--- src/rtl/pwm_capture_pkg.sv ---
// Shared definitions for the PWM capture block: FSM state encoding,
// duty-code width, divider length, glitch-filter length and the duty
// saturation helper.
package pwm_capture_pkg;

  typedef enum logic [0:0] {
    ST_SYNC = 1'b0,
    ST_RUN  = 1'b1
  } cap_state_t;

  localparam int unsigned DUTY_W   = 4;
  localparam int unsigned DIV_CYC  = 5;
  localparam int unsigned FILT_LEN = 3;

  // Quotients of 16 or more (only possible when high == period) map to 15.
  function automatic logic [DUTY_W-1:0] sat_duty(input logic [DIV_CYC-1:0] q);
    return q[DIV_CYC-1] ? '1 : q[DUTY_W-1:0];
  endfunction

endpackage

--- src/rtl/pwm_cap_div.sv ---
// Restoring unsigned divider producing a 5-bit quotient of num/den, one
// quotient bit per cycle. The caller guarantees num < 32*den, so only the
// five low numerator bits need to be shifted through the remainder.
// start/busy/done handshake: done is high for exactly one cycle, and busy
// stays high for one more cycle after done.
module pwm_cap_div
  import pwm_capture_pkg::*;
#(
  parameter int unsigned CNT_W = 24
) (
  input  logic               clk_i,
  input  logic               reset,
  input  logic               start,
  input  logic [CNT_W+3:0]   num,
  input  logic [CNT_W-1:0]   den,
  output logic               busy,
  output logic               done,
  output logic [DIV_CYC-1:0] q
);

  logic [CNT_W-1:0]   rem;
  logic [CNT_W-1:0]   den_q;
  logic [DIV_CYC-1:0] lo;
  logic [2:0]         step;
  logic               load;
  logic [CNT_W-1:0]   rem_src;
  logic [CNT_W-1:0]   den_src;
  logic               bit_src;
  logic [CNT_W:0]     trial;
  logic               ge;
  logic [CNT_W-1:0]   rem_nxt;

  assign load = start && !busy;
  assign done = busy && (step == 3'(DIV_CYC));

  // One restoring step. In the load cycle it works directly on num/den, so
  // the first quotient bit is produced while the operands are captured.
  always_comb begin
    rem_src = load ? {1'b0, num[CNT_W+3:DIV_CYC]} : rem;
    bit_src = load ? num[DIV_CYC-1] : lo[DIV_CYC-1];
    den_src = load ? den : den_q;
    trial   = {rem_src, bit_src};
    ge      = (trial >= {1'b0, den_src});
    rem_nxt = ge ? (trial[CNT_W-1:0] - den_src) : trial[CNT_W-1:0];
  end

  // Iteration control: bits 4..0 over five edges, then one result cycle,
  // then one extra busy cycle before accepting a new start.
  always_ff @(posedge clk_i) begin
    if (reset) begin
      busy  <= 1'b0;
      step  <= '0;
      rem   <= '0;
      den_q <= '0;
      lo    <= '0;
      q     <= '0;
    end else if (load) begin
      busy  <= 1'b1;
      step  <= 3'd1;
      rem   <= rem_nxt;
      den_q <= den;
      lo    <= {num[DIV_CYC-2:0], 1'b0};
      q     <= {{(DIV_CYC-1){1'b0}}, ge};
    end else if (busy) begin
      if (step < 3'(DIV_CYC)) begin
        rem  <= rem_nxt;
        lo   <= {lo[DIV_CYC-2:0], 1'b0};
        q    <= {q[DIV_CYC-2:0], ge};
        step <= step + 3'd1;
      end else if (step == 3'(DIV_CYC)) begin
        step <= step + 3'd1;
      end else begin
        busy <= 1'b0;
        step <= '0;
      end
    end
  end

endmodule

--- src/rtl/pwm_capture.sv ---
// PWM capture: measures period (clk_i cycles between rising edges) and duty
// as a 4-bit sixteenths code. Holds the input synchronizer, the optional
// glitch filter, the period/high counters, the FSM and the output registers.
// Optional feature: define PWM_CAP_GLITCH_FILTER_EN to insert a filter that
// accepts a level change only after 3 equal consecutive synced samples.
module pwm_capture
  import pwm_capture_pkg::*;
#(
  parameter int unsigned CNT_W   = 24,
  parameter int unsigned TIMEOUT = 2_000_000
) (
  input  logic              clk_i,
  input  logic              reset,
  input  logic              pwm_i,
  output logic [DUTY_W-1:0] duty_o,
  output logic [CNT_W-1:0]  period_o,
  output logic              valid_o,
  output logic              timeout_o,
  output logic              overrun_o
);

  logic sync_a;
  logic sync_b;
  logic lvl_in;
  logic lvl;
  logic rise_q;

  cap_state_t         state;
  logic [CNT_W-1:0]   period_cnt;
  logic [CNT_W-1:0]   high_cnt;
  logic [CNT_W-1:0]   p_q;
  logic [CNT_W-1:0]   p_next;
  logic               div_start;
  logic               div_busy;
  logic               div_done;
  logic [DIV_CYC-1:0] div_q;
  logic               tmo_hit;

  // Two-flop synchronizer for the asynchronous PWM input.
  always_ff @(posedge clk_i) begin
    if (reset) begin
      sync_a <= 1'b0;
      sync_b <= 1'b0;
    end else begin
      sync_a <= pwm_i;
      sync_b <= sync_a;
    end
  end

`ifdef PWM_CAP_GLITCH_FILTER_EN
  logic [FILT_LEN-2:0] hist;
  logic                filt_q;

  // Sample history and last accepted level of the glitch filter.
  always_ff @(posedge clk_i) begin
    if (reset) begin
      hist   <= '0;
      filt_q <= 1'b0;
    end else begin
      hist   <= {hist[FILT_LEN-3:0], sync_b};
      filt_q <= lvl_in;
    end
  end

  // New level accepted in the same cycle the third equal sample arrives.
  always_comb begin
    lvl_in = (hist == {(FILT_LEN-1){sync_b}}) ? sync_b : filt_q;
  end
`else
  assign lvl_in = sync_b;
`endif

  // Registered rise flag; lvl is the level aligned with rise_q.
  always_ff @(posedge clk_i) begin
    if (reset) begin
      lvl    <= 1'b0;
      rise_q <= 1'b0;
    end else begin
      lvl    <= lvl_in;
      rise_q <= lvl_in & ~lvl;
    end
  end

  assign p_next    = period_cnt + CNT_W'(1);
  assign div_start = (state == ST_RUN) && rise_q && !div_busy;
  assign tmo_hit   = !rise_q && (period_cnt == CNT_W'(TIMEOUT - 1));

  pwm_cap_div #(
    .CNT_W (CNT_W)
  ) u_div (
    .clk_i (clk_i),
    .reset (reset),
    .start (div_start),
    .num   ({high_cnt, 4'b0000}),
    .den   (p_next),
    .busy  (div_busy),
    .done  (div_done),
    .q     (div_q)
  );

  // FSM, counters and output registers. In ST_SYNC period_cnt acts only
  // as the stuck-input timer; high_cnt stays at 0 there. The rise cycle
  // belongs to the new period, so high_cnt restarts at 1 (lvl is 1 then).
  always_ff @(posedge clk_i) begin
    if (reset) begin
      state      <= ST_SYNC;
      period_cnt <= '0;
      high_cnt   <= '0;
      p_q        <= '0;
      duty_o     <= '0;
      period_o   <= '0;
      valid_o    <= 1'b0;
      timeout_o  <= 1'b0;
      overrun_o  <= 1'b0;
    end else begin
      valid_o <= 1'b0;
      if (div_done) begin
        valid_o   <= 1'b1;
        duty_o    <= sat_duty(div_q);
        period_o  <= p_q;
        timeout_o <= 1'b0;
      end
      if (rise_q) begin
        period_cnt <= '0;
        high_cnt   <= CNT_W'(1);
        if (state == ST_SYNC) begin
          state <= ST_RUN;
        end else if (div_busy) begin
          overrun_o <= 1'b1;
        end else begin
          p_q <= p_next;
        end
      end else if (tmo_hit) begin
        valid_o    <= 1'b1;
        period_o   <= '0;
        duty_o     <= lvl ? '1 : '0;
        timeout_o  <= 1'b1;
        state      <= ST_SYNC;
        period_cnt <= '0;
        high_cnt   <= '0;
      end else begin
        period_cnt <= period_cnt + CNT_W'(1);
        if (state == ST_RUN) begin
          high_cnt <= high_cnt + CNT_W'(lvl);
        end else begin
          high_cnt <= '0;
        end
      end
    end
  end

endmodule

--- config.mk ---
export PLATFORM = sky130hd
export DESIGN_NAME = pwm_capture
export DESIGN_NICKNAME = d
export VERILOG_FILES = /design/src/rtl/pwm_capture_pkg.sv /design/src/rtl/pwm_cap_div.sv /design/src/rtl/pwm_capture.sv
export SDC_FILE = /design/constraint.sdc
export NUM_CORES = 1
export LEC_CHECK = 0
export ABC_AREA = 1
export CAP_MARGIN = 15
export CORE_AREA = 8 8 181 183
export DETAILED_ROUTE_END_ITERATION = 7
export DIE_AREA = 0 0 189 191
export REMOVE_ABC_BUFFERS = 1
export SYNTH_ARGS = -nofsm -noshare
export SYNTH_HDL_FRONTEND = slang
export SYNTH_SLANG_ARGS = --single-unit
--- constraint.sdc ---
create_clock -name clk_i -period 3.5 [get_ports clk_i]
set_clock_uncertainty 0.1 [all_clocks]
set_input_delay 0.7 -clock clk_i [delete_from_list [all_inputs] [get_ports clk_i]]
set_output_delay 0.7 -clock clk_i [all_outputs]
set_load 0.02 [all_outputs]
==> flow_summary.ini <==
[run_status]
run_status = completed

[detailed_routing]
drt_drc_violations_left = 0
drtPass1Iterations = 7
num_vias = 7991
vias_per_cell = 4.606
routed_wl_um = 23600
ant_nets = 0
wl_per_cell_um = 13.60
first_iter_violations = 486

[power_and_ir_drop]
ir_worst_vdd_mv = 0.2632
combPwrFrac = 0.063
p_int_w = 0.002972
clkPwrFrac = 0.462
seq_power_share = 0.476
power.switching_w = 0.001004
leakage_nw = 4.681
swShare = 0.2526
cellPowerDensity_nw_per_um2 = 361.4

[setup_path]
cp_max_fo = 7
slowest_stage = ha_1
path_cells = ha_4, nand3_4, nor2_4, nand2_4, nor3_4, inv_2, nor2_4, xor2_2, mux2i_1, ha_1, nand2_2, inv_1, nand2_2, nand2_4, nand2_2, nand2_2, nand2_4, nand2_2, nor2_4, nand3_4, clkbuf_16, o21ai_2, nor2_1
required_ns = 3.72
r2r-start = period_cnt[1]$_SDFF_PP0_
crit_type = reg2reg
critPathMaxStageDelay_ns = 0.37
startpoint_type = register
cp_common_cell = nand2_2
end_kind = register
startpoint = period_cnt[1]$_SDFF_PP0_
crit_arrival_ns = 3.59

[worst_hold_path]
hold_class = reg2reg
min_from = sync_a$_SDFF_PP0_

[floorplanning]
num_rows = 64
initial_core_util = 0.2952
dieArea_sq_um = 36100
coreArea_sq_um = 30030
pin_count = 34
die_h_um = 191
die_x_um = 189

[logic_synthesis]
synth_seq_cells = 165
synth_edf_count = 0
syn-cell-area_sq_um = 8866
synth_cell_types = 53
yosysWarningCount = 0
syn_avg_cell_area_sq_um = 7.104
syn-instance-count = 1248
synthArstFlopShare = 0
yosysSeqAreaShare = 0.3726
synthFlopType = dfxtp_1

[sta]
tightestPinTransition_ns = 0.6963
setup_ws_ns = 0.1321
max_freq_mhz = 296.9
setup-violations-final = 0
final_hold_viol_count = 0
period_needed_ns = 3.368
relSlewSlack = 0.5309
maxSlewViolCount = 0
period_share = 0.9623

[place]
dp_slack_ns = 0.03013
hpwl_um = 17630
place_congestion = 0.9185
dpl_cell_area_sq_um = 9892
numPortBuffers = 33

[global_routing]
grt_pass1_vias = 7497
grt_max_degree = 39
grt_pass1_wl_um = 37470
antenna_found_initial = 0
grt.total_usage = 0.1266
gr-total-overflow = 0

[layout]
utilization = 0.3665
syn_to_final_growth_pct = 24.12
finalInstanceArea_sq_um = 11000
num-fill-cells = 3136
final_nets = 1359
antenna_cells = 0
layout-drive-gt1-share = 0.1852

[clock_network]
cts_root_buf = clkbuf_16
clock_path_buffers = 2
cts_tree = yes
cts_made_buffers = 17
clk_latency_ns = 0.43
clk_pin_slew_ns = 0.07
cts_sinks = 165
htreeDepth = 4

[job]
drv_cap = 0
-- Yosys cell counts (7+ instances only) --
cell type,count,area share
nor3_1,22,0.012
nor2_2,17,0.012
buf_2,10,0.0056
nor3_2,11,0.012
nand3_1,49,0.028
o22ai_1,10,0.0071
a21oi_1,58,0.033
xor2_1,31,0.031
nor3b_1,7,0.0059
ha_1,29,0.041
nand4_1,17,0.012
o211ai_1,24,0.020
clkbuf_1,20,0.0085
nor2_1,173,0.073
o21ai_2,7,0.0069
nand2_1,256,0.11
o21bai_1,7,0.0059
inv_1,179,0.076
dfxtp_1,165,0.37
nand3b_1,7,0.0059
o21ai_0,59,0.033
nand2_2,7,0.0049
or2_2,8,0.0056
-- flip-flops by register name (all words and copies together), names as in the netlist --
register and count:
duty_o 4, high_cnt 24, lvl 1, lvl_in 1
overrun_o 1, p_q 24, period_cnt 24, period_o 24
rise_q 1, state 1, sync_a 1, timeout_o 1
u_div.busy 1, u_div.den_q 24, u_div.q 5, u_div.rem 24
u_div.step 3, valid_o 1
-- logic make-up (layout without fill, tap and decap cells) --
logic type	Yosys count	in the layout	synth area share
simple gates	599	599	0.3095
buf+inv	224	315	0.1013
compound gates	185	185	0.1256
flops	165	165	0.3726
xor+xnor	39	39	0.04107
fa+ha+maj	30	30	0.04318
mux	6	6	0.006774
-- cell usage in the layout, fill, tap and decap left out, drive strengths merged --
cell type / count
nand2: 264
nor2: 195
inv: 189
dfxtp: 165
o21ai: 69
buf: 63
a21oi: 58
nand3: 55
xor2: 34
nor3: 34
clkdlybuf4s50: 32
ha: 29
o211ai: 24
clkbuf: 19
nand4: 18
o21bai: 12
o22ai: 10
or2: 9
clkinv: 9
nor3b: 7
nand3b: 7
a21boi: 7
mux2i: 6
xnor2: 5
nor4: 5
and3: 2
and2: 2
clkinvlp: 2
a21o: 1
nor2b: 1
a31oi: 1
a211oi: 1
o21a: 1
o31ai: 1
fa: 1
bufinv: 1
-- timing repair --
item,in CTS,in global routing
setup buffers,0,13
endpoints found under the setup margin,0,25
gates resized for setup,0,96
hold buffers,0,0
-- critical path: cells and delay by family (launching register included) --
family / cells / cell delay, ns
fa+ha+maj: 2 / 0.52
mux: 1 / 0.13
flops: 1 / 0.35
simple gates: 15 / 1.50
compound gates: 1 / 0.11
xor+xnor: 1 / 0.18
buf+inv: 3 / 0.35
-- cell type report --
cell class	count	area, sq um	area share
timing repair buffer	97	913.4	0.08300
tap	396	495.5	0.04503
clock buffer	17	425.4	0.03866
inverter	186	698.2	0.06345
multi-input combinational	859	5004	0.4547
sequential	165	3317	0.3014
clock inverter	15	151.4	0.01376
-- power by group through the flow --
stage	clock network [W]	registers (W)	logic (W)
after floorplan	0	0.00193	0.000138
after global placement	0	0.00193	0.000223
after detailed placement	0	0.00193	0.000223
after CTS	0.00187	0.00189	0.000225
after global routing	0.00196	0.00189	0.000272
final	0.00184	0.00189	0.000249
-- path summary, 6_finish.rpt --
check | to | slack [ns] | depth (start not counted)
worst min register to register | lvl_in$_SDFF_PP0_ | 0.31 | 2
worst max register to register | u_div.rem[12]$_SDFFE_PP0P_ | 0.13 | 23
worst max-delay path | u_div.rem[12]$_SDFFE_PP0P_ | 0.13 | 23
worst min-delay path | lvl_in$_SDFF_PP0_ | 0.31 | 2
-- routing by layer --
metal | GRT usage | part of all wire | vias to the layer above | wire length, um
met2 | 0.2151 | 0.48 | 111 | 11360
met4 | 0.03758 | 0.015 | 0 | 347
met5 | 0 | 0 | - | 0
met1 | 0.1638 | 0.47 | 3721 | 11110
met3 | 0.01934 | 0.033 | 25 | 785
li1 | - | - | 4134 | -
-- stage by stage --
stage / power (W) / hold slack [ns] / std cells / setup TNS [ns]
2_1_floorplan: 0.002071 / 0.2883 / 1210 / -2.113
3_3_place_gp: 0.002155 / 0.2973 / 1688 / 0
3_5_place_dp: 0.002156 / 0.3017 / 1688 / 0
4_1_cts: 0.003989 / 0.3125 / 1720 / 0
5_1_grt: 0.004124 / 0.3355 / 1735 / -0.8669
6_report: 0.003976 / 0.3098 / 1735 / 0
(Power assumes the default switching activity.)
